**src/rtl/counter_mod_if.sv**
```systemverilog
// Control/data bundle for counter_mod: load/count controls in, count and
// boundary flags out. The master drives controls, the counter is the slave.
interface counter_mod_if #(
  parameter int unsigned WORD_WIDTH = 8
);
  logic                  load_i;
  logic                  count_i;
  logic                  dir_i;
  logic                  sat_i;
  logic [WORD_WIDTH-1:0] step_i;
  logic [WORD_WIDTH-1:0] data_i;
  logic [WORD_WIDTH-1:0] data_o;
  logic                  will_overflow_o;
  logic                  overflow_o;
  logic                  at_max_o;
  logic                  at_zero_o;

  // No valid/ready pair: every control is sampled at each rising clk edge,
  // priority reset > load > count > hold; outputs are valid every cycle.
  modport master (
    output load_i, count_i, dir_i, sat_i, step_i, data_i,
    input  data_o, will_overflow_o, overflow_o, at_max_o, at_zero_o
  );

  modport slave (
    input  load_i, count_i, dir_i, sat_i, step_i, data_i,
    output data_o, will_overflow_o, overflow_o, at_max_o, at_zero_o
  );
endinterface

```
**src/rtl/counter_mod.sv**
```systemverilog
// Modulo up/down counter with variable step, wrap or saturate at the ends,
// a combinational look-ahead crossing flag and a registered crossing pulse.
module counter_mod #(
  parameter int unsigned     WORD_WIDTH  = 8,
  parameter longint unsigned MODULUS     = 0,
  parameter longint unsigned RESET_VALUE = 0
) (
  input  logic          clk_i,
  input  logic          rst_i,
  counter_mod_if.slave  bus
);

  localparam longint unsigned MAX_L =
    (MODULUS == 0) ? ((64'd1 << WORD_WIDTH) - 64'd1) : (MODULUS - 64'd1);

  localparam logic [WORD_WIDTH:0]   MAX_EXT   = (WORD_WIDTH+1)'(MAX_L);
  localparam logic [WORD_WIDTH:0]   RANGE_EXT = MAX_EXT + 1'b1;
  localparam logic [WORD_WIDTH-1:0] MAX_W     = WORD_WIDTH'(MAX_L);
  localparam logic [WORD_WIDTH-1:0] RESET_W   = WORD_WIDTH'(RESET_VALUE);

  if (WORD_WIDTH < 2) begin : g_bad_width
    $error("counter_mod: WORD_WIDTH must be at least 2");
  end
  if (MODULUS != 0 && (MODULUS < 2 || MODULUS > (64'd1 << WORD_WIDTH))) begin : g_bad_modulus
    $error("counter_mod: MODULUS must be 0 or within 2..2**WORD_WIDTH");
  end
  if (RESET_VALUE > MAX_L) begin : g_bad_reset
    $error("counter_mod: RESET_VALUE exceeds the counter maximum");
  end

  logic [WORD_WIDTH-1:0] data_q, data_d;
  logic                  overflow_q;

  logic [WORD_WIDTH:0]   data_ext;
  logic [WORD_WIDTH:0]   step_ext;
  logic [WORD_WIDTH:0]   step_eff;
  logic [WORD_WIDTH:0]   load_ext;
  logic [WORD_WIDTH:0]   sum_up;
  logic                  up_cross;
  logic                  down_cross;
  logic                  crossing;
  logic [WORD_WIDTH-1:0] up_next;
  logic [WORD_WIDTH-1:0] down_next;
  logic [WORD_WIDTH-1:0] load_val;
  logic                  will_overflow;

  // One extra bit of headroom keeps data + step and data + range exact.
  always_comb begin
    data_ext   = {1'b0, data_q};
    step_ext   = {1'b0, bus.step_i};
    load_ext   = {1'b0, bus.data_i};
    step_eff   = (step_ext > MAX_EXT) ? MAX_EXT : step_ext;
    sum_up     = data_ext + step_eff;
    up_cross   = (sum_up > MAX_EXT);
    down_cross = (data_ext < step_eff);
    crossing   = (step_eff != '0) && (bus.dir_i ? down_cross : up_cross);
    load_val   = (load_ext > MAX_EXT) ? MAX_W : bus.data_i;
  end

  always_comb begin
    up_next = sum_up[WORD_WIDTH-1:0];
    if (up_cross) begin
      up_next = bus.sat_i ? MAX_W : WORD_WIDTH'(sum_up - RANGE_EXT);
    end
  end

  always_comb begin
    down_next = WORD_WIDTH'(data_ext - step_eff);
    if (down_cross) begin
      down_next = bus.sat_i ? '0 : WORD_WIDTH'(data_ext + RANGE_EXT - step_eff);
    end
  end

  always_comb begin
    data_d = data_q;
    if (bus.load_i) begin
      data_d = load_val;
    end else if (bus.count_i) begin
      data_d = bus.dir_i ? down_next : up_next;
    end
  end

  assign will_overflow = !rst_i && !bus.load_i && bus.count_i && crossing;

  always_ff @(posedge clk_i) begin
    if (rst_i) begin
      data_q     <= RESET_W;
      overflow_q <= 1'b0;
    end else begin
      data_q     <= data_d;
      overflow_q <= will_overflow;
    end
  end

  assign bus.data_o          = data_q;
  assign bus.will_overflow_o = will_overflow;
  assign bus.overflow_o      = overflow_q;
  assign bus.at_max_o        = (data_q == MAX_W);
  assign bus.at_zero_o       = (data_q == '0);

endmodule

```
**src/flat_wrapper.sv**
```systemverilog
// flat-port wrapper written by rule: the top's interface ports become plain ports
module counter_mod_flat 
#(
  parameter int unsigned     WORD_WIDTH  = 8,
  parameter longint unsigned MODULUS     = 0,
  parameter longint unsigned RESET_VALUE = 0
)
  (clk_i, rst_i, bus_load_i, bus_count_i, bus_dir_i, bus_sat_i, bus_step_i, bus_data_i, bus_data_o, bus_will_overflow_o, bus_overflow_o, bus_at_max_o, bus_at_zero_o);
  counter_mod_if #(.WORD_WIDTH(WORD_WIDTH)) bus_i ();
  input  logic clk_i;
  input  logic rst_i;
  input wire logic [$bits(bus_i.load_i)-1:0] bus_load_i;
  input wire logic [$bits(bus_i.count_i)-1:0] bus_count_i;
  input wire logic [$bits(bus_i.dir_i)-1:0] bus_dir_i;
  input wire logic [$bits(bus_i.sat_i)-1:0] bus_sat_i;
  input wire logic [$bits(bus_i.step_i)-1:0] bus_step_i;
  input wire logic [$bits(bus_i.data_i)-1:0] bus_data_i;
  output wire logic [$bits(bus_i.data_o)-1:0] bus_data_o;
  output wire logic [$bits(bus_i.will_overflow_o)-1:0] bus_will_overflow_o;
  output wire logic [$bits(bus_i.overflow_o)-1:0] bus_overflow_o;
  output wire logic [$bits(bus_i.at_max_o)-1:0] bus_at_max_o;
  output wire logic [$bits(bus_i.at_zero_o)-1:0] bus_at_zero_o;
  assign bus_i.load_i = bus_load_i;
  assign bus_i.count_i = bus_count_i;
  assign bus_i.dir_i = bus_dir_i;
  assign bus_i.sat_i = bus_sat_i;
  assign bus_i.step_i = bus_step_i;
  assign bus_i.data_i = bus_data_i;
  assign bus_data_o = bus_i.data_o;
  assign bus_will_overflow_o = bus_i.will_overflow_o;
  assign bus_overflow_o = bus_i.overflow_o;
  assign bus_at_max_o = bus_i.at_max_o;
  assign bus_at_zero_o = bus_i.at_zero_o;
  counter_mod #(.WORD_WIDTH(WORD_WIDTH), .MODULUS(MODULUS), .RESET_VALUE(RESET_VALUE)) u_core (.clk_i(clk_i), .rst_i(rst_i), .bus(bus_i));
endmodule
```
**config.mk**
```make
export PLATFORM = sky130hd
export DESIGN_NAME = counter_mod_flat
export DESIGN_NICKNAME = d
export VERILOG_FILES = /design/src/rtl/counter_mod_if.sv /design/src/rtl/counter_mod.sv /design/src/flat_wrapper.sv
export SDC_FILE = /design/constraint.sdc
export NUM_CORES = 1
export LEC_CHECK = 0
export CELL_PAD_IN_SITES_DETAIL_PLACEMENT = 1
export CELL_PAD_IN_SITES_GLOBAL_PLACEMENT = 2
export CORE_MARGIN = 5
export CORE_UTILIZATION = 28
export CTS_CLUSTER_SIZE = 40
export DETAILED_ROUTE_END_ITERATION = 7
export PLACE_DENSITY_LB_ADDON = 0.3
export SLEW_MARGIN = 5
export SYNTH_ARGS = -nofsm -noshare
export SYNTH_HDL_FRONTEND = slang
export SYNTH_SLANG_ARGS = --single-unit
```
**constraint.sdc**
```tcl
create_clock -name clk_i -period 2.74 [get_ports clk_i]
set_input_delay 0.548 -clock clk_i [delete_from_list [all_inputs] [get_ports clk_i]]
set_output_delay 0.548 -clock clk_i [all_outputs]
set_load 0.01 [all_outputs]
```
==> results.toml <==
[floorplanning]
coreArea_mm2 = 0.00479
rows = 25
start_util_pct = 29.3
die_w_um = 80.7
dieArea_mm2 = 0.00651
die_h_um = 80.7
ios = 34

[critical_path]
worst_setup_path_end_kind = "output port"
worstRegToRegCells = 10
critical_path.endpoint = "bus_will_overflow_o"
crit_arrival_ns = 2.30
rrSetupSlack_ns = 0.19
max_stage_delay_ns = 0.35
worstPathMaxFanout = 3
r2r_end = "u_core.bus.data_o[3]"
path_cells = "clkdlybuf4s15_1 -> inv_2 -> ha_4 -> inv_1 -> a211o_1 -> nand2b_4 -> a21oi_4 -> nor2_2 -> o311a_1 -> buf_2"
critPathRequiredTime_ns = 2.19
startpoint = "bus_step_i[5]"
r2r-start = "u_core.bus.data_o[5]"
crit_path_top_delay_cell = "o311a_1"
cp-start-kind = "primary input"
worst-setup-path-type = "primary input to output port"

[grt]
overflow = 0
antenna_found_initial = 0
grt_max_degree = 15
track_usage_pct = 21.6
grt_pass1_vias = 2104
grt_pass1_wl_um = 10800

[timing]
slew_viol_final = 0
fin_setup_tns_ns = -0.106
whs_ns = 0.679
fmax_mhz = 351
setup_viol_count_final = 1
fin_ws_ns = -0.106
fin_skew_ns = 0.000886
worst_slew_pin_slew_ns = 0.538
slew-limit-headroom_pct = 63.8
fin_crit_ns = 2.85
fin_crit_sh_pct = 104
final_hold_viol_count = 0
rsz0062_at_grt = "true"

[cts]
root_buffer = "clkbuf_8"
cts_tree = "yes"
htree_levels = 1
clock_sinks = 9
cts-buffers-inserted = 3
cts_max_path_buffers = 2
cts.clk_slew.worst_paths_ns = 0.05
clk_latency_ns = 0.23

[yosys]
avgSynthCellArea_um2 = 7.53
yosysUniqueCellTypes = 51
yosysWarnings = 0
syn_inst = 186
synthesis.area_mm2 = 0.00140
syn_nets = 226
synth_edf_count = 0
synthArstFlopShare_pct = 0
ys_seq_area_share_pct = 12.9
synthFlopType = "dfxtp_1"
synth_seq_cells = 9

[run_status]
violations = "negative setup slack"
status = "finished with violations"

[detailed_routing]
ant_nets = 0
routed_via_density = 5.40
via_count = 1868
wl_per_cell_um = 19.4
drcViolationCount = 0
routed_wl_um = 6700
firstDrtPassIters = 4
drtIter0Drc = 102

[cells_and_area]
n_antenna_cell = 0
final_util_pct = 51.3
register_area_um2 = 181
multi_input_area_mm2 = 0.00127
fin_nets = 320
final_common_cell = "buf_4"
mostFrequentLayoutCells = "buf_4, clkdlybuf4s50_1, inv_1, a21oi_1, nand2_1"
drive_gt1_share_pct = 36.2
instances_no_fill = 346
fillers = 581
area_delta_synth_final_pct = 75.2

[placed_design]
placedCellCount = 335
gp_congestion = 0.870
hpwl_um = 5200
port-buffer-count = 33

[power]
irDropWorstVdd_mv = 0.167
leakage_nw = 1.09
p_per_area_mw_per_mm2 = 343
p_total_w = 0.000841

[hold_path]
hold_path_class = "flop to flop"

[flow_run]
drv_cap = 0
==> state kept, by name, indices dropped and copies added, names as in the netlist <==
| name | flops |
|---|---|
| u_core.bus.data_o | 8 |
| u_core.bus.overflow_o | 1 |
==> cells in the mapped netlist (all sizes together), types with 2 or more instances <==
library cell | number | area [um^2]
o311a | 4 | 40.0
o311ai | 2 | 17.5
o21ai | 13 | 68.8
clkbuf | 4 | 15.0
nor3 | 7 | 35.0
inv | 17 | 63.8
nand2 | 11 | 41.3
dfxtp | 9 | 180
or2 | 3 | 18.8
o31a | 2 | 17.5
or4 | 3 | 22.5
ha | 16 | 200
o31ai | 6 | 45.0
nor3b | 8 | 60.1
o211ai | 3 | 22.5
a21oi | 14 | 70.1
nand4 | 2 | 12.5
nor4 | 3 | 18.8
a31oi | 2 | 27.5
o21a | 4 | 30.0
nor2b | 7 | 43.8
a21o | 2 | 15.0
nor2 | 12 | 47.6
nand3 | 2 | 10.0
o2111ai | 2 | 23.8
o211a | 2 | 20.0
fa | 2 | 40.0
o2bb2ai | 2 | 17.5
o22ai | 3 | 18.8
buf | 3 | 26.3
==> stage by stage <==
| step | area [um^2] | setup WS [ns] |
|---|---|---|
| after floorplan | 1400 | 0.144 |
| after global placement | 2190 | -0.829 |
| after detailed placement | 2190 | -0.872 |
| after CTS | 2390 | -0.0815 |
| after global routing | 2450 | -0.161 |
| final | 2450 | -0.106 |
==> power by group <==
part	internal (W)	switching (W)
logic	0.000270	0.000256
registers	0.000143	0.0000168
clock network	0.000102	0.0000541
==> final cells by class <==
type                       count  area share [%]
tap                           67            3.42
clock buffer                   4            1.84
inverter                      18            2.75
multi-input combinational    152            51.9
timing repair buffer          96            32.7
sequential                     9            7.39
==> logic make-up (layout without fill, tap and decap cells) <==
group,after synthesis,count (layout),synth area share (%)
AND/OR/NAND/NOR,65,65,26.0
AO/OA/AOI/OAI,68,68,35.6
adder cells (fa/ha/maj),18,18,17.2
flip-flops,9,9,12.9
XOR/XNOR,1,1,0.626
buffers and inverters,25,118,7.77
==> timing repair <==
action | in CTS | in global routing
setup endpoints to repair | 9 | 9
setup buffers | 7 | 0
pin swaps | 8 | 2
resized for setup | 39 | 13
hold buffers | 0 | 0
==> per-layer routing <==
layer	global-route usage, %	up-vias	share of wire (%)
met3	3.48	15	4.0
met4	5.74	0	3.2
met5	0	-	0
met2	40.4	40	52
li1	-	891	-
met1	25.3	922	41
==> how the worst min path moves through the flow <==
stage                          from                   end  slack (ns)  cells after the start
3_3_place_gp   u_core.bus.data_o[0]  u_core.bus.data_o[0]        0.68                      4
3_5_place_dp   u_core.bus.data_o[0]  u_core.bus.data_o[0]        0.68                      4
2_1_floorplan  u_core.bus.data_o[4]  u_core.bus.data_o[4]        0.63                      2
5_1_grt        u_core.bus.data_o[0]  u_core.bus.data_o[0]        0.73                      4
6_report       u_core.bus.data_o[0]  u_core.bus.data_o[0]        0.68                      4
4_1_cts        u_core.bus.data_o[0]  u_core.bus.data_o[0]        0.71                      4
==> worst max-delay path, delay by kind of cell <==
| kind | cells | cell delay, ns |
|---|---|---|
| buffers and inverters | 4 | 0.44 |
| AND/OR/NAND/NOR | 2 | 0.23 |
| AO/OA/AOI/OAI | 3 | 0.80 |
| adder cells (fa/ha/maj) | 1 | 0.27 |
Note: power is estimated with default switching activity, not from simulation.
